--- config.mk ---
export PLATFORM = sky130hd
export DESIGN_NAME = fetch_ctrl
export DESIGN_NICKNAME = d
export VERILOG_FILES = /design/src/rtl/fetch_ctrl.sv
export SDC_FILE = /design/constraint.sdc
export NUM_CORES = 1
export LEC_CHECK = 0
export BUFFER_PORTS_ARGS = -buffer_cell sky130_fd_sc_hd__buf_2
export CAP_MARGIN = 10
export CORE_ASPECT_RATIO = 1.5
export CORE_UTILIZATION = 44
export CTS_CLUSTER_SIZE = 14
export DETAILED_ROUTE_END_ITERATION = 16
export PLACE_DENSITY = 0.78
export RECOVER_POWER = 25
export SYNTH_ARGS = -nofsm -noshare
export SYNTH_HDL_FRONTEND = slang
export SYNTH_SLANG_ARGS = --single-unit
--- constraint.sdc ---
create_clock -name clk -period 5.9 [get_ports clk]
set_input_delay 0.59 -clock clk [delete_from_list [all_inputs] [get_ports clk]]
set_output_delay 0.59 -clock clk [all_outputs]
set_load 0.03 [all_outputs]
--- src/rtl/fetch_ctrl.sv ---
// fetch_ctrl: single-outstanding instruction fetch with a one-entry decode buffer and redirect kill.
module fetch_ctrl #(
    parameter logic [31:0] RESET_PC = 32'h01000000,
    parameter int          XLEN     = 32
) (
    input  logic            clk,
    input  logic            reset,
    input  logic [XLEN-1:0] current_pc,
    output logic [XLEN-1:0] next_pc,
    output logic            imem_req,
    output logic [XLEN-1:0] imem_addr,
    input  logic            imem_ready,
    input  logic            imem_rvalid,
    input  logic [XLEN-1:0] imem_rdata,
    input  logic            redirect_valid,
    input  logic [XLEN-1:0] redirect_target,
    output logic            instr_valid,
    output logic [XLEN-1:0] instr,
    output logic [XLEN-1:0] instr_pc,
    input  logic            instr_ready,
    output logic [XLEN-1:0] fetch_count
);
    typedef enum logic [1:0] {IDLE, FETCH, WAIT, HOLD} state_t;
    state_t          state;
    logic            kill;
    logic [XLEN-1:0] req_pc;
    logic            redir;
    assign redir     = redirect_valid && state != IDLE;
    assign imem_req  = !reset && state == FETCH;
    assign imem_addr = current_pc;
    assign next_pc   = reset ? RESET_PC :
                       redir ? {redirect_target[XLEN-1:2], 2'b00} :
                       (state == FETCH && imem_ready) ? current_pc + 32'd4 : current_pc;
    always_ff @(posedge clk or posedge reset) begin
        if (reset) begin
            state       <= IDLE;
            kill        <= 1'b0;
            req_pc      <= '0;
            instr_valid <= 1'b0;
            instr       <= '0;
            instr_pc    <= '0;
            fetch_count <= '0;
        end else begin
            case (state)
                IDLE: state <= FETCH;
                FETCH: if (imem_ready) begin
                    req_pc <= current_pc;
                    kill   <= redir;
                    state  <= WAIT;
                end
                // a redirect seen while waiting poisons the response, even one arriving this cycle
                WAIT: if (imem_rvalid) begin
                    if (!(kill || redir)) begin
                        instr       <= imem_rdata;
                        instr_pc    <= req_pc;
                        instr_valid <= 1'b1;
                        state       <= HOLD;
                    end else begin
                        kill  <= 1'b0;
                        state <= FETCH;
                    end
                end else if (redir) begin
                    kill <= 1'b1;
                end
                HOLD: begin
                    if (instr_ready) fetch_count <= fetch_count + 32'd1;
                    if (instr_ready || redir) begin
                        instr_valid <= 1'b0;
                        state       <= FETCH;
                    end
                end
                default: state <= IDLE;
            endcase
        end
    end
endmodule

# Word-level counts from Yosys, hierarchy flattened
# Index checks and enable logic that the tools add are counted.
[totals]
register_bits = 132
in_bits = 102
out_inout_bits = 162
elab_cells = 52
[classes]
n_eq_ne = 9
mux = 17
addsub = 2
bitwise = 1
n_reduce_logical = 16
[ops]
columns = ["cell", "n"]
rows = [
  ["2-to-1 mux 32 bit", 3],
  ["adder 32 x 1 -> 32 bit (second input constant)", 1],
  ["adder 32 x 3 -> 32 bit (second input constant)", 1],
  ["2-to-1 mux 2 bit", 4],
  ["!= test 2 bit (second input constant)", 4],
  ["case mux 2 bit (4 select lines)", 1],
  ["AND reduction 4 bit", 2],
  ["2-to-1 mux 1 bit", 7],
  ["!= test 3 bit (second input constant)", 2],
  ["AND reduction 3 bit", 2],
  ["nonzero test 2 bit", 3],
  ["equality test 2 bit (second input constant)", 2],
  ["case mux 1 bit (2 select lines)", 2],
  ["AND reduction 2 bit", 2],
  ["logical AND 1 bit", 3],
  ["equality test 2 x 1 -> 1 bit (second input constant)", 1],
  ["logical NOT 2 bit", 1],
  ["logical OR 1 bit", 2],
  ["logical NOT 1 bit", 1],
  ["inverter 1 bit", 1],
]

# Logic depth before layout (Yosys ltp)
# Gate-level depths: netlist of run 1.
[depth]
depth_word = 6
mapped_depth = 8
mapped_depth_nobuf = 7

# Least setup slack after synthesis of run 1
# No wires, ideal clock.
[synth_path]
path_type = "input to output"
from = "input port reset"
to = "output port next_pc[19]"
setup_slack_ns = -0.479
required_time_ns = 5.310
path_stages = 4
path_buffers = 1
arrival_time_ns = 5.789
path_cell_list = "inv_1 -> clkbuf_1 -> o21ai_0 -> a21oi_1"
[synth_between]
elab_chain_len = 1
[synth_lines]
columns = ["element", "line_no", "rtl"]
rows = [
  ["from (decl)", "7", "input logic reset,"],
  ["2-to-1 mux 32 bit", "31", "assign next_pc = reset ? RESET_PC :"],
  ["to (decl)", "9", "output logic [XLEN-1:0] next_pc,"],
]
# No other way between the ends.

# Final worst setup path of run 1
[layout_path]
from = "register state[1]"
to = "output port next_pc[22]"
[layout_between]
elab_chain_len = 5
word_cells_on_any_way = 7
classes_between = "1 x eq/ne; 3 x mux; 3 x reduce/logical"
[layout_lines]
columns = ["element", "line_no", "rtl"]
rows = [
  ["from (decl)", "24", "state_t state;"],
  ["from (signal assigned)", "36", "state <= IDLE;"],
  ["from (signal assigned)", "45", "IDLE: state <= FETCH;"],
  ["from (signal assigned)", "49", "state <= WAIT;"],
  ["equality test 2 x 1 -> 1 bit", "33", "(state == FETCH && imem_ready) ? current_pc + 32'd4 : current_pc;"],
  ["logical AND 1 bit", "33", ""],
  ["2-to-1 mux 32 bit", "33", ""],
  ["2-to-1 mux 32 bit *", "32", "redir ? {redirect_target[XLEN-1:2], 2'b00} :"],
  ["2-to-1 mux 32 bit *", "31", ""],
]
# Mark *: on every way between the ends. The rest lies on a longest branch, timed or not.

==> results of run 1 <==
==> where the power goes <==
group	internal (mW)	leakage (nW)	switching [mW]
clock network	0.540	0.250	0.411
logic	0.543	2.13	0.982
registers	1.25	1.68	0.168
==> sequential cells by signal (all words and copies together), names as in the netlist <==
signal / cells
state: 2
req_pc: 32
kill: 1
instr: 32
instr_pc: 32
instr_valid: 1
fetch_count: 32
==> through the flow <==
step / total power, mW / hold slack [ps] / instances
final: 3.90 / 411 / 994
after global routing: 4.10 / 407 / 990
after CTS: 3.94 / 400 / 989
after detailed placement: 2.97 / 457 / 957
after global placement: 2.93 / 459 / 957
after floorplan: 2.52 / 443 / 559
==> how the worst max path moves through the flow <==
stage / depth (start not counted) / to / start
floorplan: 4 / next_pc[19] / reset
global placement: 8 / next_pc[30] / current_pc[2]
detailed placement: 8 / next_pc[22] / current_pc[2]
CTS: 8 / next_pc[22] / state[1]
global route: 6 / next_pc[21] / reset
finish: 8 / next_pc[22] / state[1]
==> cell usage in the layout, fill, tap and decap left out, types with 2 or more instances in the layout <==
| cell | instances |
|---|---|
| clkinvlp_4 | 5 |
| clkbuf_16 | 17 |
| diode_2 | 5 |
| dfrtp_1 | 132 |
| inv_6 | 5 |
| clkbuf_1 | 24 |
| a311oi_1 | 2 |
| a211oi_1 | 8 |
| nand3_1 | 30 |
| clkinv_4 | 2 |
| and4_1 | 7 |
| a31oi_1 | 3 |
| buf_2 | 238 |
| clkinv_2 | 3 |
| o21ai_0 | 26 |
| xnor2_1 | 32 |
| and3_1 | 11 |
| nand4_1 | 16 |
| or3_1 | 2 |
| inv_1 | 8 |
| a21oi_1 | 20 |
| buf_4 | 2 |
| nor2b_1 | 3 |
| mux2_2 | 94 |
| ha_1 | 6 |
| and2_1 | 2 |
| xor2_1 | 25 |
| nor3_1 | 7 |
| nand2_1 | 28 |
| nor2_1 | 20 |
==> cell type report <==
type                    instances  area (µm²)
clock buffers                  18         429
fillers                      1291        6000
clock inverters                14         105
well taps                     192         240
flip-flops and latches        132        3300
repair buffers                263        1290
diodes                          5        12.5
inverters                       9        38.8
multi-input cells             361        2770
==> per-layer routing <==
layer	up-vias	global-route usage (%)
met5	-	0
met3	35	9.66
met1	2458	26.4
met2	217	38.8
met4	12	7.75
li1	2400	-
==> critical path: stages, from the launching register on <==
cell and delay (ps):
dfrtp_1 410, inv_1 90, ha_1 340, nand4_1 290, nor4_2 700, nand2_1 160
xnor2_1 170, a211oi_1 240, buf_2 250
==> cells by family (layout without fill, tap and decap cells) <==
logic type,count (synthesis),count (layout),synth area share [%]
xor+xnor,57,57,7.74
simple gates,142,142,12.1
mux,94,94,16.4
other cells,0,5,0
fa+ha+maj,6,6,1.16
compound gates,62,62,5.47
buf+inv,66,304,5.86
flops,132,132,51.2
==> results.py, run 1 <==
metrics = {
    "outcome": {
        "status": "finished clean",
    },
    "synthesis": {
        "ys.flop_type": "dfrtp_1",
        "synthCells": 559,
        "ys_seq_elements": 132,
        "yosysTopAreaCell": "dfrtp_1",
        "async_flop_share_pct": 100,
        "synth_nets": 667,
        "synth.distinct_cells": 41,
        "synthTopCellsByArea": "dfrtp_1 (51%), mux2_2 (16%), xnor2_1 (4.3%)",
        "synth.avg_cell_area_um2": 11.5,
        "synth_top_area_share_pct": 51.2,
        "synth_common_cells": "dfrtp_1 (132), mux2_2 (94), buf_4 (32), xnor2_1 (32), nand2_1 (30)",
        "ys_seq_area_share_pct": 51.2,
        "yosysWarnings": 0,
        "syn_area_um2": 6450,
        "synth.most_common_cell": "dfrtp_1",
        "synth-edff-count": 0,
    },
    "cts": {
        "cts.repair.resized": 0,
        "clock-root-buffer": "clkbuf_16",
        "clk_latency_ps": 410,
        "clk_pin_slew_ps": 60,
        "clock_sinks": 132,
        "h-tree-depth": 4,
        "cts_buffer_depth": 2,
        "post-cts-setup-buffers": 0,
        "cts_tree": "yes",
        "hold_buffers": 0,
        "cts_buffers": 17,
    },
    "critical_path": {
        "critPathArrivalTime_ps": 3050,
        "rrSetupSlack_ps": 3400,
        "cp-end-kind": "output port",
        "critPathRequiredTime_ps": 5310,
        "path_max_fanout": 9,
        "cp-start-kind": "flop",
        "r2r-end": "state[1]",
        "reg2regPathDepth": 6,
        "r2r-start": "state[0]",
        "critPathKind": "reg -> out",
    },
    "worst_hold_path": {
        "min_path_cells": 2,
        "min_to": "instr[20]",
        "hp-start": "imem_rdata[20]",
        "hp-class": "in -> reg",
    },
    "sta": {
        "finalSetupTns_ps": 0,
        "final_max_slew_viol_count": 0,
        "tightest_slew_ps": 1160,
        "period_needed_ps": 3640,
        "clock-skew-final_ps": 8.48,
        "slew_headroom_pct": 22.6,
        "setup_ws_ps": 2260,
        "rsz0062_at_grt": "no",
        "finalCritPeriodShare_pct": 61.7,
        "fmax_ghz": 0.275,
        "hold_violations": 0,
        "finalSetupViolations": 0,
    },
    "drt": {
        "via_per_inst": 5.15,
        "routed-wl-met2_um": 8220,
        "wire_per_inst_um": 17.2,
        "drt-met1-wl_um": 6780,
        "drtIter0Drc": 181,
        "drc": 0,
        "highest_layer": "met5",
        "wl_met3_um": 1770,
        "ant_nets": 0,
        "drt_first_pass_iters": 4,
        "via_count": 5122,
        "wl_um": 17100,
    },
    "die": {
        "coreArea_um2": 14200,
        "io_pins": 264,
        "rows": 53,
        "initial_utilization_pct": 45.4,
        "dieArea_um2": 15200,
        "fp.dieH_um": 150,
        "die_x_um": 101,
    },
    "layout": {
        "finalInstanceArea_um2": 8200,
        "synthToLayoutAreaGrowth_pct": 27.1,
        "fin_nets": 892,
        "utilization_pct": 57.8,
        "drive_above_1_share_pct": 46.9,
    },
    "placement": {
        "hpwl_um": 12500,
        "pre_cts_slack_ps": 2560,
        "port_buffers": 261,
        "placed_cell_area_um2": 7680,
        "gp_congestion": 0.805,
    },
    "global_route": {
        "grtUsageTotal_pct": 23.1,
        "grt_pass1_wl_um": 26500,
        "grt_max_degree": 99,
        "antenna_found_initial": 12,
        "grt-ovfl-total": 0,
        "grt_pass1_vias": 5045,
    },
    "power_and_ir_drop": {
        "powerDensity_nw_per_um2": 476,
        "cellLeakagePower_nw": 4.06,
        "peakVddDrop_mv": 0.216,
    },
    "run": {
        "drv_cap": 0,
    },
}
Power figures use the tool's default switching activity.
==> run 2, diff against run 1 <==
Settings changed: CORE_UTILIZATION 44 to 45, PLACE_DENSITY 0.78 to 0.76.
Clock period 5.9 ns to 3.6 ns, I/O delays scaled along.
==> run 2 against run 1 <==
  * The run now ends with max-capacitance violations, max-slew violations left
  * First-iteration DRC count decreased by 20%
  * Via count decreased by 0.61%
  * Sequential share of layout area decreased by 0.38 points
  * Sequential power increased by 64%
  * Routed wire length increased by 0.18%
  * Combinational power increased by 66%
==> results.py, run 2 (synthesis results as in run 1) <==
metrics = {
    "sta": {
        "fmax_ghz": 0.299,
        "slew_headroom_pct": -7.93,
        "final_max_slew_viol_count": 33,
        "tightest_slew_ps": 1620,
        "period_needed_ps": 3350,
        "finalSetupTns_ps": 0,
        "hold_violations": 0,
        "finalSetupViolations": 0,
        "worst_hold_slack_ps": 187,
        "rsz0062_at_grt": "no",
        "clock-skew-final_ps": 9.88,
        "setup_ws_ps": 253,
        "finalCritPeriodShare_pct": 93.0,
    },
    "layout": {
        "utilization_pct": 59.1,
        "fillCellCount": 1241,
        "finalInstanceArea_um2": 8270,
        "layout_common_cells": "buf_2 (228), dfrtp_1 (132), mux2_2 (94), clkbuf_1 (35), xnor2_1 (32)",
        "drive_above_1_share_pct": 45.8,
        "finalNonFillerCells": 998,
        "multi_input_area_um2": 2770,
        "synthToLayoutAreaGrowth_pct": 28.3,
        "regArea_um2": 3300,
        "final_common_cell": "buf_2",
        "fin_nets": 896,
    },
    "power_and_ir_drop": {
        "powerDensity_nw_per_um2": 793,
        "p_switching_mw": 2.56,
        "pwr-share-seq_pct": 35.5,
        "cellLeakagePower_nw": 4.08,
        "finalPower_mw": 6.57,
        "p_int_mw": 4.01,
        "peakVddDrop_mv": 0.330,
        "switching_share_pct": 38.9,
        "power_frac_comb_pct": 38.3,
        "clock_power_share_pct": 26.2,
    },
    "cts": {
        "clk_pin_slew_ps": 60,
        "post-cts-setup-buffers": 0,
        "h-tree-depth": 4,
        "cts_buffers": 17,
        "cts.repair.resized": 0,
        "cts_buffer_depth": 2,
        "clock_sinks": 132,
        "hold_buffers": 0,
        "clock-root-buffer": "clkbuf_16",
        "clk_latency_ps": 410,
        "cts_tree": "yes",
    },
    "drt": {
        "drc": 0,
        "drtIter0Drc": 145,
        "wl_um": 17200,
        "via_per_inst": 5.10,
        "drt_first_pass_iters": 4,
        "via_count": 5091,
        "wire_per_inst_um": 17.2,
        "ant_nets": 0,
    },
    "placement": {
        "dp_cells": 961,
        "gp_congestion": 0.835,
        "port_buffers": 261,
        "placed_cell_area_um2": 7720,
        "hpwl_um": 12900,
        "pre_cts_slack_ps": 670,
    },
    "global_route": {
        "antenna_found_initial": 9,
        "grtUsageTotal_pct": 23.7,
        "grt_max_degree": 83,
        "grt_pass1_vias": 5083,
        "grt_pass1_wl_um": 26500,
        "grt-ovfl-total": 0,
    },
    "critical_path": {
        "cp-end-kind": "output port",
        "critPathArrivalTime_ps": 2990,
        "path_max_fanout": 9,
        "critPathKind": "reg -> out",
        "cp-start-kind": "flop",
        "critPathRequiredTime_ps": 3240,
    },
    "die": {
        "dieArea_um2": 14800,
        "initial_utilization_pct": 46.1,
        "die_x_um": 99.7,
        "rows": 53,
        "coreArea_um2": 14000,
        "fp.dieH_um": 149,
        "io_pins": 264,
    },
    "outcome": {
        "violations": "max-capacitance violations, max-slew violations",
        "status": "complete, but fails checks",
    },
    "worst_hold_path": {
        "hp-class": "in -> reg",
    },
    "run": {
        "drv_cap": 1,
    },
}
[run 2: changes by cell type in the layout (fill, tap and decap cells not counted), sizes merged]
cell	previous run	this run
bufinv	0	2
clkinv	5	4
buf	240	233
clkbuf	41	53
clkinvlp	5	3
[run 2: final timing paths]
check | start | depth (start not counted) | slack [ps] | endpoint
setup / recovery | state[1] | 8 | 250 | next_pc[30]
hold / removal | imem_rdata[24] | 2 | 190 | instr[24]
setup reg to reg | state[0] | 7 | 1140 | state[1]
hold reg to reg | fetch_count[31] | 1 | 470 | fetch_count[31]
max in group asynchronous | reset | 3 | 1230 | instr[8]
min in group asynchronous | reset | 2 | 450 | instr[14]
[run 2: area by class of cell]
cell class	instances	share of cell area (%)
clock inverters	13	1.80
flip-flops and latches	132	39.9
diodes	5	0.151
clock buffers	19	5.35
inverters	9	0.469
well taps	192	2.90
repair buffers	267	15.9
multi-input cells	361	33.5
[run 2: power groups by stage]
stage / Clock, mW / Combinational, mW / Sequential, mW
after global placement: 0 / 2.51 / 2.32
after CTS: 1.76 / 2.55 / 2.33
after global routing: 1.81 / 2.68 / 2.40
final: 1.72 / 2.52 / 2.33
after floorplan: 0 / 1.05 / 3.07
after detailed placement: 0 / 2.54 / 2.35
[run 2: layer usage]
layer  vias to the layer above  global-route usage (%)  routed length (µm)
met1                      2419                    26.8                6640
li1                       2406                       -                   -
met4                         6                    9.26                 395
met2                       228                    40.0                8430
met5                         -                       0                  48
met3                        32                    9.12                1650
[run 2: critical path: stages (launching register included)]
cell	delay (ps)
dfrtp_1	410
inv_1	90
ha_1	340
nand4_1	280
nor4_2	670
nand3_1	240
xor2_1	190
a21oi_1	140
buf_2	230
==> run 3, diff against run 2 <==
Settings changed: CELL_PAD_IN_SITES_DETAIL_PLACEMENT set to 2, CELL_PAD_IN_SITES_GLOBAL_PLACEMENT set to 2, CORE_UTILIZATION 45 to 30, PLACE_DENSITY 0.76 to 0.82.
==> run 3 against run 2 <==
  * Sequential power up 3%
  * The run now ends clean
  * Fmax increased by 1.3%
  * Final cell count is 8.0% higher
  * Critical path depth stayed put
  * Combinational power grew 3%
  * Sequential cell count stayed put
  * Largest cell class unchanged
  * Clock power grew 8%
  * Global-route usage is 2.8 points lower
  * Sequential share of layout area down 0.79 points
  * Total power up 4.3%
==> results.py, run 3 (synthesis results as in run 1) <==
metrics = {
    "global_route": {
        "grt_max_degree": 53,
        "grt_pass1_wl_um": 34200,
        "grt_pass1_vias": 5836,
        "grt_use_met2_pct": 39.3,
        "met1_usage_pct": 20.5,
        "grt-busiest-layer": "met2",
        "grtUsageTotal_pct": 20.9,
        "antenna_found_initial": 8,
        "use_met3_pct": 7.51,
        "grt-ovfl-total": 0,
    },
    "drt": {
        "ant_nets": 0,
        "wl_um": 22500,
        "via_count": 5260,
        "drt_first_pass_iters": 4,
        "wire_per_inst_um": 20.9,
        "drc": 0,
        "drtIter0Drc": 149,
        "via_per_inst": 4.88,
    },
    "sta": {
        "clock-skew-final_ps": 8.71,
        "period_needed_ps": 3300,
        "finalSetupViolations": 0,
        "slew_headroom_pct": 36.9,
        "rsz0062_at_grt": "no",
        "tightest_slew_ps": 947,
        "hold_violations": 0,
        "finalSetupTns_ps": 0,
        "setup_ws_ps": 296,
        "fmax_ghz": 0.303,
        "finalCritPeriodShare_pct": 91.8,
        "final_max_slew_viol_count": 0,
    },
    "critical_path": {
        "r2r-start": "state[0]",
        "slowest_delay_ps": 570,
        "crit_family": "simple AND/OR/NAND/NOR gates",
        "path_max_fanout": 9,
        "cpMaxStageDelayCell": "nor3_2",
        "critPathBufInv": 2,
        "critPathRequiredTime_ps": 3240,
        "rrSetupSlack_ps": 1110,
        "cp-start-kind": "flop",
        "r2r-end": "instr_pc[30]",
        "reg2regPathDepth": 7,
        "critPathKind": "reg -> out",
        "critPathArrivalTime_ps": 2940,
        "path_cells": "inv_1 -> ha_1 -> nand3_1 -> nor3_2 -> and4_1 -> xnor2_1 -> a211oi_1 -> buf_2",
        "cp-end-kind": "output port",
    },
    "layout": {
        "final_common_cell": "buf_2",
        "utilization_pct": 40.1,
        "layout_common_cells": "buf_2 (236), dfrtp_1 (132), mux2_2 (94), xnor2_1 (32), nand3_1 (29)",
        "fillCellCount": 2308,
        "drive_above_1_share_pct": 47.0,
        "synthToLayoutAreaGrowth_pct": 30.9,
        "fin_nets": 899,
    },
    "die": {
        "coreArea_um2": 21100,
        "dieArea_um2": 22100,
        "fp.dieH_um": 182,
        "initial_utilization_pct": 30.6,
        "die_x_um": 122,
        "rows": 65,
        "io_pins": 264,
    },
    "power_and_ir_drop": {
        "cellLeakagePower_nw": 4.15,
        "finalPower_mw": 6.85,
        "powerDensity_nw_per_um2": 811,
        "peakVddDrop_mv": 0.264,
    },
    "cts": {
        "clk_pin_slew_ps": 60,
        "cts_tree": "yes",
        "clock_sinks": 132,
        "cts_buffer_depth": 2,
        "clk_latency_ps": 420,
        "clock-root-buffer": "clkbuf_16",
        "post-cts-setup-buffers": 0,
        "h-tree-depth": 4,
        "cts.repair.resized": 0,
        "hold_buffers": 0,
        "cts_buffers": 17,
    },
    "worst_hold_path": {
        "min_path_cells": 2,
        "hp-start": "imem_rdata[30]",
        "hp-class": "in -> reg",
        "min_to": "instr[30]",
    },
    "placement": {
        "pre_cts_slack_ps": 738,
        "gp_congestion": 0.775,
        "hpwl_um": 16900,
        "port_buffers": 261,
    },
    "outcome": {
        "status": "finished clean",
    },
    "run": {
        "drv_cap": 0,
    },
}
[run 3: worst max-delay path by stage]
stage,end,slack (ps),cells past startpoint,startpoint
global route,next_pc[11],110,8,state[1]
floorplan,next_pc[19],40,4,reset
finish,next_pc[11],300,8,state[1]
CTS,next_pc[11],230,8,state[1]
detailed placement,next_pc[11],740,8,state[1]
global placement,next_pc[28],820,9,state[1]
[run 3: layout make-up]
type                       instances  area, µm²  area share (%)
multi-input combinational        361       2780            32.9
sequential                       132       3300            39.1
tap                              268        335            3.97
inverter                           9       38.8           0.459
clock inverter                     9        150            1.78
timing repair buffer             270       1340            15.9
clock buffer                      23        478            5.66
antenna                            6       15.0           0.178
[run 3: metal layers]
| metal | wire length (µm) | vias up |
|---|---|---|
| met5 | 24 | - |
| met3 | 1810 | 28 |
| met2 | 12200 | 216 |
| met1 | 7950 | 2607 |
| li1 | - | 2405 |
| met4 | 538 | 4 |
[run 3: through the flow]
step	instance area, µm²	hold WS, ps	cells
floorplan	6450	443	559
global placement	7830	461	1040
detailed placement	7830	463	1040
CTS	8460	150	1072
global route	8430	154	1073
finish	8440	176	1078
[run 3: where the power goes]
group | switching (mW) | internal (mW)
combinational | 1.69 | 0.909
sequential | 0.345 | 2.06
clock | 0.639 | 1.21
